### src/rtl/sat_shift.sv
// Arithmetic right shift followed by saturation to a narrower signed width.
// Purely combinational; shared by the decimating dsp stages.
module sat_shift #(
  parameter int iw = 19,
  parameter int ow = 16
) (
  input  logic signed [iw-1:0] din,
  input  logic        [2:0]    shift,
  output logic signed [ow-1:0] dout
);

  // Output range limits, sign-extended to the input width (requires iw > ow).
  localparam logic signed [iw-1:0] max_v = {{(iw-ow+1){1'b0}}, {(ow-1){1'b1}}};
  localparam logic signed [iw-1:0] min_v = {{(iw-ow+1){1'b1}}, {(ow-1){1'b0}}};

  logic signed [iw-1:0] q;

  always_comb begin
    q = din >>> shift;
    if (q > max_v) begin
      dout = max_v[ow-1:0];
    end else if (q < min_v) begin
      dout = min_v[ow-1:0];
    end else begin
      dout = q[ow-1:0];
    end
  end

endmodule

### src/rtl/phs_avg_comb.sv
// Decimating comb stage of a first-order CIC for the phase-error stream:
// samples the integrator every dec+1 clocks, differences, scales and holds the result.
module phs_avg_comb #(
  parameter int zw = 19,
  parameter int ow = 16,
  parameter int cw = 12
) (
  input  logic                 clk,
  input  logic                 reset_n,
  input  logic signed [zw-1:0] z,
  input  logic                 sync,
  input  logic                 clear,
  input  logic        [cw-1:0] dec,
  input  logic        [2:0]    shift,
  output logic signed [ow-1:0] dout,
  output logic                 dout_valid,
  input  logic                 dout_ready,
  output logic                 overrun,
  output logic                 tick
);

  logic        [cw-1:0] cnt_q, cnt_d;
  logic signed [zw-1:0] z_last_q, z_last_d;
  logic signed [zw-1:0] diff_q, diff_d;
  logic                 primed_q, primed_d;
  logic                 s1_valid_q, s1_valid_d;
  logic signed [ow-1:0] dout_q, dout_d;
  logic                 dout_valid_q, dout_valid_d;
  logic                 overrun_q, overrun_d;
  logic                 tick_q;
  logic                 tick_i;
  logic signed [ow-1:0] scaled;

  sat_shift #(
    .iw (zw),
    .ow (ow)
  ) u_sat_shift (
    .din   (diff_q),
    .shift (shift),
    .dout  (scaled)
  );

  always_comb begin
    // NOTE: every variable gets a default first so no path leaves it unassigned (no latches).
    tick_i       = (cnt_q == '0);
    cnt_d        = sync ? '0 : (tick_i ? dec : cnt_q - cw'(1));
    z_last_d     = z_last_q;
    diff_d       = diff_q;
    primed_d     = primed_q;
    s1_valid_d   = 1'b0;
    dout_d       = dout_q;
    dout_valid_d = dout_valid_q;
    overrun_d    = overrun_q;

    if (clear) begin
      // dout keeps its stale value; only the bookkeeping is dropped.
      primed_d     = 1'b0;
      z_last_d     = '0;
      dout_valid_d = 1'b0;
      overrun_d    = 1'b0;
    end else begin
      if (tick_i) begin
        z_last_d = z;
        if (primed_q) begin
          diff_d     = z - z_last_q;  // wraps mod 2^zw by design
          s1_valid_d = 1'b1;
        end else begin
          primed_d = 1'b1;
        end
      end

      if (s1_valid_q) begin
        dout_d       = scaled;
        dout_valid_d = 1'b1;
        if (dout_valid_q && !dout_ready) overrun_d = 1'b1;
      end else if (dout_valid_q && dout_ready) begin
        dout_valid_d = 1'b0;
      end
    end
  end

  // NOTE: sequential state uses non-blocking assignments so all flops update together.
  always_ff @(posedge clk or negedge reset_n) begin
    if (!reset_n) begin
      cnt_q        <= '0;
      z_last_q     <= '0;
      diff_q       <= '0;
      primed_q     <= 1'b0;
      s1_valid_q   <= 1'b0;
      dout_q       <= '0;
      dout_valid_q <= 1'b0;
      overrun_q    <= 1'b0;
      tick_q       <= 1'b0;
    end else begin
      cnt_q        <= cnt_d;
      z_last_q     <= z_last_d;
      diff_q       <= diff_d;
      primed_q     <= primed_d;
      s1_valid_q   <= s1_valid_d;
      dout_q       <= dout_d;
      dout_valid_q <= dout_valid_d;
      overrun_q    <= overrun_d;
      tick_q       <= tick_i;
    end
  end

  assign dout       = dout_q;
  assign dout_valid = dout_valid_q;
  assign overrun    = overrun_q;
  assign tick       = tick_q;

endmodule

### config.mk
export PLATFORM = sky130hd
export DESIGN_NAME = phs_avg_comb
export DESIGN_NICKNAME = d
export VERILOG_FILES = /design/src/rtl/sat_shift.sv /design/src/rtl/phs_avg_comb.sv
export SDC_FILE = /design/constraint.sdc
export NUM_CORES = 1
export LEC_CHECK = 0
export CAP_MARGIN = 20
export CORE_MARGIN = 2
export CORE_UTILIZATION = 60
export CTS_CLUSTER_DIAMETER = 30
export DETAILED_ROUTE_END_ITERATION = 16
export MAX_ROUTING_LAYER = met4
export PLACE_DENSITY = 0.83
export SYNTH_ARGS = -nofsm -noshare
export SYNTH_HDL_FRONTEND = slang
export SYNTH_SLANG_ARGS = --single-unit
### constraint.sdc
create_clock -name clk -period 5.6 [get_ports clk]
set_clock_uncertainty 0.05 [all_clocks]
set_input_delay 0.56 -clock clk [delete_from_list [all_inputs] [get_ports clk]]
set_output_delay 0.56 -clock clk [all_outputs]
set_load 0.1 [all_outputs]
=== After elaboration in Yosys (flattened, before gate mapping) ===
Cells that the tools add are included.
Widths: inputs -> output; s select.

* Register bits: 71
* Bits of input ports: 39
* Output and inout bits: 19
* Memories: 0
* Latch bits: 0
* Bits in writable memories: 0
* ROM bits: 0

* Magnitude comparators: 2
* Div/mod/pow operators: 0
* Bitwise logic cells: 1
* Multiplexer cells: 17
* $add $sub $neg: 2
* Multiply operators: 0
* Shift operators: 1
* Reductions and logical operators: 11
* Equal/unequal tests: 0

{| class="wikitable"
|+ Operators with widths
! kind !! count
|-
| $mux 19 || 2
|-
| $mux 16 || 2
|-
| $mux 12 || 2
|-
| $gt 19x16->1 const B || 1
|-
| $lt 19x16->1 const B || 1
|-
| $sshr 19x3->19 || 1
|-
| $sub 19x19->19 || 1
|-
| $logic_not 12->1 || 1
|-
| $sub 12x1->12 const B || 1
|-
| $mux 1 || 11
|-
| $reduce_bool 2->1 || 3
|-
| $reduce_and 2->1 || 2
|-
| $reduce_and 3->1 || 1
|-
| $reduce_bool 3->1 || 1
|-
| $logic_and 1x1->1 || 2
|-
| $logic_not 1->1 || 1
|-
| $not 1->1 || 1
|}

=== Logic depth before layout (Yosys ltp) ===
* Depth in word-level cells: 5
* Mapped depth: 10
* Gate-level depth less buffers: 10

=== Modules after synthesis ===
Synthesis repeated with hierarchy kept, for this count alone.

* Cell total of the unflattened synthesis: 507
* Area, all modules: 4889.7 um2

{| class="wikitable"
|+ Modules (own cells, without submodules)
! module !! seq. area each (um2) !! cells an instance !! area each (um2) !! times used
|-
| phs_avg_comb || 1776.7 || 404 || 3940.0 || 1
|-
| sat_shift || 0.0 || 103 || 949.7 || 1
|}

=== Least setup slack after synthesis ===
OpenSTA, ideal clock, no wires.

* Path type: input to register
* Start point: input port z[0]
* End point: register diff_q[16]
* Data required time: 5419 ps
* Cell stages on the path: 10
* Slack: 2955 ps
* Arrival time: 2464 ps
* Path through: inv_1 -> ha_1 -> inv_1 -> fa_1 -> a211oi_1 -> o21a_2 -> a211oi_2 -> o41ai_2 -> nor4_1 -> or3_1

* Cells in the longest elaborated chain, start to end: 1

{| class="wikitable"
|+ RTL lines
! item !! line !! RTL
|-
| start: declaration || phs_avg_comb.sv:10 || <nowiki>input logic signed [zw-1:0] z,</nowiki>
|-
| $sub 19x19->19 || phs_avg_comb.sv:65 || <nowiki>diff_d = z - z_last_q;</nowiki>
|-
| end signal: assignment || phs_avg_comb.sv:97 || <nowiki>diff_q <= diff_d;</nowiki>
|-
| end: declaration || phs_avg_comb.sv:24 || <nowiki>logic signed [zw-1:0] diff_q, diff_d;</nowiki>
|}

Every way passes these cells.
A chain may end at the register's enable or synchronous reset.

=== Final worst setup path ===
* Start point: register cnt_q[0]
* End point: register diff_q[16]

* Cells in the longest elaborated chain, start to end: 2

{| class="wikitable"
|+ RTL lines
! item !! line !! RTL
|-
| start: declaration || phs_avg_comb.sv:22 || <nowiki>logic [cw-1:0] cnt_q, cnt_d;</nowiki>
|-
| start signal: assignment || phs_avg_comb.sv:95 || <nowiki>cnt_q <= cnt_d;</nowiki>
|-
| $logic_not 12->1 || phs_avg_comb.sv:45 || <nowiki>tick_i = (cnt_q == '0);</nowiki>
|-
| $reduce_and 3->1 (no line) || -- ||
|}

Every way passes these cells.

==> metrics.yaml <==
root_buffer: "clkbuf_8"
core_area_um2: 7180
path_class: "reg2reg"
relSlewSlack_pct: 35.4
cts_resized: 0
syn_to_final_growth_pct: 19.5
drc_errors: 0
fin_setup_tns_ps: 0
cts_tree: "yes"
drt_iter0_markers: 199
crit_required_ps: 5780
die_height_um: 89.7
ant_nets: 0
nFillCells: 538
clk_pin_slew_ps: 80
die-width_um: 89.7
htree_levels: 3
cts_hold_buffers: 0
synth.most_common_cell: "nand2_1"
clock_latency_ps: 350
worstReg2RegEnd: "diff_q[16]"
synth_edf_count: 0
outcome: "complete, no violations"
start_util_pct: 61.4
drt-wirelength-per-cell_um: 13.9
power_density_nw_per_um2: 416
finalSetupViolCount: 0
io_pins: 58
fin_crit_sh_pct: 59.4
synth-main-ff-cell: "dfrtp_1"
io_buffers: 57
drv_cap: 0
finalHoldViolCount: 0
register_area_um2: 1780
placed_area_um2: 5010
async_reset_ff_share_pct: 100
grt_max_degree: 72
gp_congestion: 0.927
r2r_setup_slack_ps: 2270
grt_pass1_vias: 3612
antenna_cells: 0
avgViaCountPerCell: 5.58
dieArea_um2: 8050
cts_setup_buffers: 0
grt_util_all_layers_pct: 25.0
synth.top_cells.by_count: "nand2_1 (123), dfrtp_1 (71), a21oi_1 (55)"
synth_top_cell_area_share_pct: 40.3
fmaxAchievable_ghz: 0.301
syn-num-nets: 585
arrival_ps: 3500
vias: 3760
cts_buffer_depth: 2
worstPathMaxFanout: 44
grt_remaining_overflow: 0
stdcell_area_um2: 5270
worstMarginPinSlew_ps: 966
ys_seq_elements: 71
rsz0062_at_grt: "no"
netlist_instances: 525
hold_class: "in2async"
leakage_uw: 0.00229
wl_um: 9370
cts_buffers: 9
cts.sinks: 71
multi_input_area_um2: 2420
synth-seq-area-share_pct: 40.3
yosys-top-cells-area: "dfrtp_1 (40%), nand2_1 (10%), a21oi_1 (6.2%)"
worstReg2RegStart: "cnt_q[0]"
period_minus_slack_ps: 3330
synth_cell_types: 49
synth_area_um2: 4410
rows: 31
synth_largest_area_cell: "dfrtp_1"
yosys_warnings: 0
layout-drive-gt1-share_pct: 5.57
start_kind: "flop"
slew_viol_final: 0
post-dp-hpwl_um: 6460
finalNetCount: 631
dr.pass1.iters: 5
reg2reg_depth: 9
grt_pass1_wl_um: 16300
syn_avg_cell_area_um2: 8.40
worstSetupEndpointType: "flop"
antenna_found_initial: 0
peakVddDrop_uv: 178
## power by group
| part | internal (µW) | switching (µW) | total [µW] |
|---|---|---|---|
| sequential | 637 | 109 | 746 |
| combinational | 377 | 593 | 970 |
| clock | 284 | 189 | 474 |
| total | 1300 | 892 | 2190 |
## placed cells by master, fill, tap and decap left out, types with 20 or more instances in the layout
cell,netlist,layout
nand2_1,123,123
clkdlybuf4s50_1,0,56
ha_1,20,20
mux2i_1,27,27
nor2_1,28,28
a21oi_1,55,55
inv_1,25,25
dfrtp_1,71,71
o21ai_0,34,34
## kinds of logic (layout without fill, tap and decap cells)
family	after synthesis	in the layout	synth area share, %
xor gates and xnor gates	20	20	3.97
AOI/OAI and AO/OA	142	142	18.9
buffers and inverters	52	102	4.71
and+or+nand+nor	189	189	18.8
adders and majority gates	21	21	6.13
DFF	71	71	40.3
muxes	30	30	7.15
## stage by stage
step / hold slack, ps / std cells / util, % / total power, µW / worst slack (ps)
6_report: 362 / 674 / 73.4 / 2190 / 2270
5_1_grt: 443 / 674 / 73.4 / 2340 / 1910
4_1_cts: 390 / 673 / 73.0 / 2190 / 2270
3_5_place_dp: 417 / 658 / 69.8 / 1700 / 2310
3_3_place_gp: 409 / 658 / 69.8 / 1670 / 2350
2_1_floorplan: 214 / 525 / - / 1480 / 2960
## worst max-delay path, stage by stage, from the launching register on
cell	delay (ps)
dfrtp_1	400
inv_1	100
ha_1	150
nor2b_1	230
nand4_4	520
inv_2	550
nand3b_2	560
nand2_1	220
o311ai_1	100
or3_1	320
## cell type report
class                   count  share of cell area (%)
flip-flops and latches     71                    33.7
multi-input cells         402                    46.0
clock inverters             3                    1.23
clock buffers              12                    3.13
inverters                  26                    1.85
well taps                  99                    2.35
repair buffers             61                    11.7
## flip-flops by register name, summed over array words and instances (netlist names)
name / flops
s1_valid_q: 1
diff_q: 19
dout: 16
tick: 1
primed_q: 1
dout_valid: 1
cnt_q: 12
z_last_q: 19
overrun: 1
## how the worst max path moves through the flow
stage	from	endpoint	slack (ps)	depth (start not counted)
CTS	cnt_q[0]	diff_q[16]	2270	9
global route	cnt_q[0]	diff_q[16]	1910	9
global placement	cnt_q[2]	diff_q[16]	2350	7
finish	cnt_q[0]	diff_q[16]	2270	9
floorplan	z[0]	diff_q[16]	2960	10
detailed placement	cnt_q[3]	diff_q[16]	2310	7
## routing by layer
| metal | up-vias | global-route usage, % | wire, µm |
|---|---|---|---|
| li1 | 1904 | - | - |
| met1 | 1705 | 30.5 | 4000 |
| met2 | 128 | 42.0 | 4690 |
| met3 | 23 | 3.60 | 505 |
| met4 | 0 | 10.9 | 180 |
| met5 | - | - | 0 |
(Power assumes the default switching activity.)
